--- src/rtl/cla_pkg.sv ---
// rtl/cla_pkg.sv - shared types, segment geometry and G/P merge for the pipelined CLA
package cla_pkg;

    typedef enum logic [1:0] {
        OP_ADD = 2'd0,
        OP_SUB = 2'd1,
        OP_ADC = 2'd2,
        OP_SBB = 2'd3
    } op_t;

    localparam int SEG = 16;
    localparam int GRP = 4;

    typedef struct packed {
        logic g;
        logic p;
    } gp_t;

    // Combine a higher-order generate/propagate pair with the lower-order pair below it.
    function automatic gp_t gp_merge(input logic g_hi, input logic p_hi,
                                     input logic g_lo, input logic p_lo);
        gp_t r;
        r.g = g_hi | (p_hi & g_lo);
        r.p = p_hi & p_lo;
        return r;
    endfunction

endpackage

--- src/rtl/cla_seg16.sv ---
// rtl/cla_seg16.sv - combinational 16-bit slice: four 4-bit lookahead groups plus a group-level lookahead
module cla_seg16
    import cla_pkg::*;
(
    input  logic [SEG-1:0] a,
    input  logic [SEG-1:0] b,
    input  logic           ci,
    output logic [SEG-1:0] s,
    output logic           co,
    output logic           a_msb,
    output logic           b_msb
);

    localparam int NG = SEG / GRP;

    logic [SEG-1:0] g;
    logic [SEG-1:0] p;
    logic [SEG-1:0] c;
    logic [NG:0]    gc;
    gp_t            grp [NG];
    gp_t            acc;

    always_comb begin
        g = a & b;
        p = a | b;
        for (int i = 0; i < NG; i++) begin
            grp[i] = '{g: g[i*GRP], p: p[i*GRP]};
            for (int j = 1; j < GRP; j++)
                grp[i] = gp_merge(g[i*GRP+j], p[i*GRP+j], grp[i].g, grp[i].p);
        end
        // Every group carry is formed from the slice carry-in, never from the previous group.
        gc[0] = ci;
        acc   = '{g: 1'b0, p: 1'b1};
        for (int i = 0; i < NG; i++) begin
            acc     = gp_merge(grp[i].g, grp[i].p, acc.g, acc.p);
            gc[i+1] = acc.g | (acc.p & ci);
        end
        for (int i = 0; i < NG; i++) begin
            acc = '{g: 1'b0, p: 1'b1};
            for (int j = 0; j < GRP; j++) begin
                c[i*GRP+j] = acc.g | (acc.p & gc[i]);
                acc        = gp_merge(g[i*GRP+j], p[i*GRP+j], acc.g, acc.p);
            end
        end
        s = a ^ b ^ c;
    end

    assign co    = gc[NG];
    assign a_msb = a[SEG-1];
    assign b_msb = b[SEG-1];

endmodule

--- src/rtl/cla_pipe_addsub.sv ---
// rtl/cla_pipe_addsub.sv - pipelined CLA add/subtract, one 16-bit segment per stage, valid/ready both sides
module cla_pipe_addsub
    import cla_pkg::*;
#(
    parameter int WIDTH = 32,
    parameter int SEG   = 16
) (
    input  logic             clk,
    input  logic             rst,
    input  logic             in_valid,
    output logic             in_ready,
    input  logic [WIDTH-1:0] a,
    input  logic [WIDTH-1:0] b,
    input  op_t              op,
    input  logic             cin,
    output logic             out_valid,
    input  logic             out_ready,
    output logic [WIDTH-1:0] sum,
    output logic             cout,
    output logic             ovf,
    output logic             zero
);

    localparam int N = WIDTH / SEG;

    if (SEG != 16 || WIDTH % 16 != 0 || WIDTH < 16 || WIDTH > 128) begin : g_bad_width
        $error("cla_pipe_addsub: WIDTH must be a multiple of 16 in 16..128 and SEG must be 16");
    end

    logic             en;
    logic [WIDTH-1:0] b_eff;
    logic             c0;

    logic [WIDTH-1:0] a_d    [N];
    logic [WIDTH-1:0] b_d    [N];
    logic [WIDTH-1:0] s_prev [N];
    logic [WIDTH-1:0] s_d    [N];
    logic [N-1:0]     seg_ci;
    logic [N-1:0]     v_d;
    logic [N-1:0]     c_d;
    logic [N-1:0]     a_msb;
    logic [N-1:0]     b_msb;

    logic [WIDTH-1:0] a_q [N];
    logic [WIDTH-1:0] b_q [N];
    logic [WIDTH-1:0] s_q [N];
    logic [N-1:0]     v_q;
    logic [N-1:0]     c_q;
    logic             ovf_d, zero_d;
    logic             ovf_q, zero_q;
    logic             unused_msb;

    always_comb begin
        b_eff = b;
        c0    = 1'b0;
        case (op)
            OP_SUB: begin
                b_eff = ~b;
                c0    = 1'b1;
            end
            OP_ADC: c0 = cin;
            OP_SBB: begin
                b_eff = ~b;
                c0    = ~cin;
            end
            default: ;
        endcase
    end

    assign en       = out_ready || !v_q[N-1];
    assign in_ready = en;

    for (genvar k = 0; k < N; k++) begin : g_stage
        logic [SEG-1:0] seg_s;

        if (k == 0) begin : g_first
            // Bubbles enter as all-zero operands so idle slots never show stale data.
            assign a_d[0]    = in_valid ? a : '0;
            assign b_d[0]    = in_valid ? b_eff : '0;
            assign s_prev[0] = '0;
            assign seg_ci[0] = in_valid & c0;
            assign v_d[0]    = in_valid;
        end else begin : g_next
            assign a_d[k]    = a_q[k-1];
            assign b_d[k]    = b_q[k-1];
            assign s_prev[k] = s_q[k-1];
            assign seg_ci[k] = c_q[k-1];
            assign v_d[k]    = v_q[k-1];
        end

        cla_seg16 u_seg (
            .a     (a_d[k][k*SEG +: SEG]),
            .b     (b_d[k][k*SEG +: SEG]),
            .ci    (seg_ci[k]),
            .s     (seg_s),
            .co    (c_d[k]),
            .a_msb (a_msb[k]),
            .b_msb (b_msb[k])
        );

        // Segment k of the partial sum is still zero here, so OR-ing inserts the new slice.
        assign s_d[k] = s_prev[k] | (WIDTH'(seg_s) << (k * SEG));
    end

    assign ovf_d      = (a_msb[N-1] == b_msb[N-1]) && (s_d[N-1][WIDTH-1] != a_msb[N-1]);
    assign zero_d     = v_d[N-1] && (s_d[N-1] == '0);
    assign unused_msb = ^{a_msb, b_msb};

    always_ff @(posedge clk) begin
        if (rst) begin
            for (int k = 0; k < N; k++) begin
                a_q[k] <= '0;
                b_q[k] <= '0;
                s_q[k] <= '0;
            end
            v_q    <= '0;
            c_q    <= '0;
            ovf_q  <= 1'b0;
            zero_q <= 1'b0;
        end else if (en) begin
            for (int k = 0; k < N; k++) begin
                a_q[k] <= a_d[k];
                b_q[k] <= b_d[k];
                s_q[k] <= s_d[k];
            end
            v_q    <= v_d;
            c_q    <= c_d;
            ovf_q  <= ovf_d;
            zero_q <= zero_d;
        end
    end

    assign out_valid = v_q[N-1];
    assign sum       = s_q[N-1];
    assign cout      = c_q[N-1];
    assign ovf       = ovf_q;
    assign zero      = zero_q;

endmodule

--- config.mk ---
export PLATFORM = sky130hd
export DESIGN_NAME = cla_pipe_addsub
export DESIGN_NICKNAME = d
export VERILOG_FILES = /design/src/rtl/cla_pkg.sv /design/src/rtl/cla_seg16.sv /design/src/rtl/cla_pipe_addsub.sv
export SDC_FILE = /design/constraint.sdc
export NUM_CORES = 1
export LEC_CHECK = 0
export CAP_MARGIN = 20
export CORE_ASPECT_RATIO = 0.5
export CORE_MARGIN = 2
export CORE_UTILIZATION = 48
export DETAILED_ROUTE_END_ITERATION = 8
export PLACE_DENSITY = 0.72
export SKIP_LAST_GASP = 1
export SLEW_MARGIN = 20
export SYNTH_ARGS = -nofsm -noshare
export SYNTH_HDL_FRONTEND = slang
export SYNTH_HIERARCHICAL = 1
export SYNTH_SLANG_ARGS = --single-unit
--- constraint.sdc ---
create_clock -name clk -period 6.8 [get_ports clk]
set_input_delay 1.02 -clock clk [delete_from_list [all_inputs] [get_ports clk]]
set_output_delay 1.02 -clock clk [all_outputs]
set_load 0.01 [all_outputs]
# After elaboration in Yosys (flattened, before gate mapping)
# Memory sizes are Yosys's and may differ from the RTL's.
# Index checks and enable logic that the tools add are counted.
# totals
wordCells	205
ff_bits	6
mem_bits_rw	192
n_memories	3
out_inout_bits	37
# op_classes
mux	15
n_bitwise	172
n_eq_ne	5
reduce_logical	6
# memory_table
memory	depth	word_bits	rd	rd_clocked_by_memory_dff	wr	line	rtl
a_q	2	32	1	0	2	cla_pipe_addsub.sv:44	logic [WIDTH-1:0] a_q [N];
b_q	2	32	1	0	2	cla_pipe_addsub.sv:45	logic [WIDTH-1:0] b_q [N];
s_q	2	32	2	0	2	cla_pipe_addsub.sv:46	logic [WIDTH-1:0] s_q [N];
# ops
op	n
$mux W32	9
$and A1 B1 Y1	93
$or A1 B1 Y1	68
$xor A16 B16 Y16	4
$and A16 B16 Y16	2
$logic_not A32 Y1	1
$not A32 Y32	1
$or A16 B16 Y16	2
$or A32 B32 Y32	1
$mux W1	5
$eq A2 B2 Y1 const B	2
$pmux W1 S3	1
$eq A2 B1 Y1 const B	1
$logic_and A1 B1 Y1	2
$reduce_or A2 Y1	1
$eq A1 B1 Y1	1
$logic_not A1 Y1	1
$logic_or A1 B1 Y1	1
$ne A1 B1 Y1	1
$not A1 Y1	1

# Longest topological paths before layout
# depth
depth_word	20
mapped_depth	14

# Modules after synthesis
# The synthesis kept the hierarchy.
# by_module_without_submodules
mod	instances	cells_each	area_each_um2	seq_area_each_um2
cla_pipe_addsub	1	282	3727.3	2522.4
cla_seg16	2	140	1077.3	0.0

# Least setup slack after synthesis
# OpenSTA, ideal clock, no wires.
# synth_timing
kind	input -> register
startpoint	input port op[0]
endpoint	memory s_q[0][12], data pin
t_required_ps	6545
path_stages	13
setup_slack_ps	3012
t_arrival_ps	3533
n_path_buf	2
path_cell_list	clkbuf_1 > buf_2 > xor2_1 > and2_1 > inv_1 > ha_1 > or4_4 > nor2_2 > a21o_1 > o31ai_2 > inv_1 > fa_1 > and2_1
# synth_rtl
element	line	rtl
start: declaration	cla_pipe_addsub.sv:14	input op_t op,
end: declaration	cla_pipe_addsub.sv:46	

==> results.py <==
metrics = {
    "outcome": {
        "status": "complete, no violations",
    },
    "drt": {
        "drtAntennaViolNets": 0,
        "wirelength_mm": 10.7,
        "drc": 0,
        "drtIter0Drc": 233,
        "avgViaCountPerCell": 4.66,
        "first_pass_iters": 4,
        "wl_per_cell_um": 12.9,
        "num_vias": 3878,
    },
    "cts": {
        "cts_resized": 0,
        "clkLatencyLatePin_ns": 0.33,
        "cts.sinks": 86,
        "cts.root.buffer_cell": "clkbuf_16",
        "cts_buffers": 9,
        "ctsHoldBuffers": 0,
        "cts_tree": "yes",
        "htree_levels": 3,
        "cts_max_path_buffers": 2,
        "post_cts_buffers": 0,
        "path_clk_slew_ns": 0.06,
    },
    "final_layout": {
        "fillers": 955,
        "fin_nets": 805,
        "syn_to_final_growth_pct": 26.1,
        "diodes": 0,
        "final_cell_area_mm2": 0.00740,
        "final_cells": 832,
        "layout_commonest_cell": "clkdlybuf4s50_1",
        "drive_above_1_share_pct": 6.15,
        "layout_common_cells": "clkdlybuf4s50_1 (106), inv_1 (90), and2_1 (80), edfxtp_1 (80), ha_1 (64)",
    },
    "timing": {
        "finalSetupTns_ns": 0,
        "slew_violations": 0,
        "skew_ns": 0.00651,
        "setup_violations": 0,
        "worst_slew_pin_slew_ns": 1.01,
        "period_share_pct": 64.3,
        "rsz0062_at_grt": "false",
        "finalHoldViolCount": 0,
        "relSlewSlack_pct": 32.9,
        "period_minus_slack_ns": 4.37,
        "timing.fmax_ghz": 0.229,
        "whs_ns": 0.456,
    },
    "die": {
        "pin_count": 108,
        "dieArea_mm2": 0.0132,
        "start_util_pct": 49.4,
        "core_region_area_mm2": 0.0119,
        "dieHeight_um": 82.2,
        "die_w_um": 160,
        "rows": 28,
    },
    "run": {
        "drv_cap": 0,
    },
    "grt": {
        "grt-ovfl-total": 0,
        "grt_pass1_wl_mm": 17.2,
        "grt_usage_pct": 16.8,
        "antenna_found_initial": 0,
        "grt_pass1_vias": 3652,
        "grt_max_degree": 74,
    },
    "min_path": {
        "hp-class": "reg2reg",
    },
    "logic_synthesis": {
        "syn_avg_cell_area_um2": 10.5,
        "syn_inst": 560,
        "syn_area_mm2": 0.00587,
        "syn_nets": 703,
        "yosys_warnings": 6,
    },
    "worst_setup_path": {
        "crit_required_ns": 6.90,
        "endpoint_kind": "flip-flop",
        "cp-start-kind": "input port",
        "cp_data_arrival_time_ns": 4.47,
        "cp_max_fo": 29,
        "worstSetupPathType": "in2reg",
    },
    "placed_design": {
        "io_buffer_count": 107,
        "dpl.cell_count": 816,
        "gp_congestion": 0.779,
        "dpl_cell_area_mm2": 0.00708,
        "detailed_place_hpwl_mm": 8.03,
    },
    "power": {
        "ir_drop_mv": 0.127,
        "p_leak_uw": 0.00329,
        "powerDensity_mw_per_mm2": 198,
    },
}
==> critical path, cell delays in order <==
cell             delay [ns]
clkdlybuf4s50_1        1.06
buf_4                  0.34
and2_1                 0.23
inv_1                  0.06
ha_1                   0.20
or4_4                  0.53
nor2_2                 0.09
a21o_1                 0.17
o31ai_2                0.12
inv_1                  0.11
fa_1                   0.39
and2_1                 0.14
==> final cells by class <==
type                       count  area [um2]  share of cell area [%]
timing repair buffer         110        1090                    14.7
sequential                    86        2520                    34.1
clock buffer                   9         225                    3.04
tap                          165         206                    2.79
clock inverter                 7        88.8                    1.20
multi-input combinational    364        2930                    39.5
inverter                      91         342                    4.62
==> sequential cells by signal (all words and copies together), names as in the netlist <==
register and cells:
s_q 48, ovf 1, c_q 2, a_q 16, zero 1, b_q 16
v_q 2
==> report_power, final <==
group	internal, uW	switching (uW)	total (uW)
Sequential	631	20.0	651
Combinational	160	138	298
Clock	319	198	517
Total	1110	356	1470
==> final timing paths <==
kind | start | endpoint | slack (ns) | depth (start not counted)
max | in_valid | s_q[0][12] | 2.43 | 12
max reg2reg | a_q[0][16] | zero | 2.90 | 13
min | zero | zero | 0.46 | 2
min reg2reg | zero | zero | 0.46 | 2
==> layer usage <==
layer	up-vias	part of all wire [%]	global-route usage [%]	wire length [um]
met3	9	4.2	3.30	452
met2	74	49	30.5	5250
met1	1768	46	21.3	4930
met4	0	0.81	4.05	87
met5	-	0	0	0
li1	2027	-	-	-
==> stage by stage <==
stage	total power (uW)	worst slack, ns	util (%)
floorplan	838	3.01	-
global placement	956	2.10	59.7
detailed placement	963	2.04	59.7
CTS	1480	2.40	62.3
global route	1540	2.19	62.3
finish	1470	2.43	62.3
No activity file was read; power rests on OpenSTA's default activity.
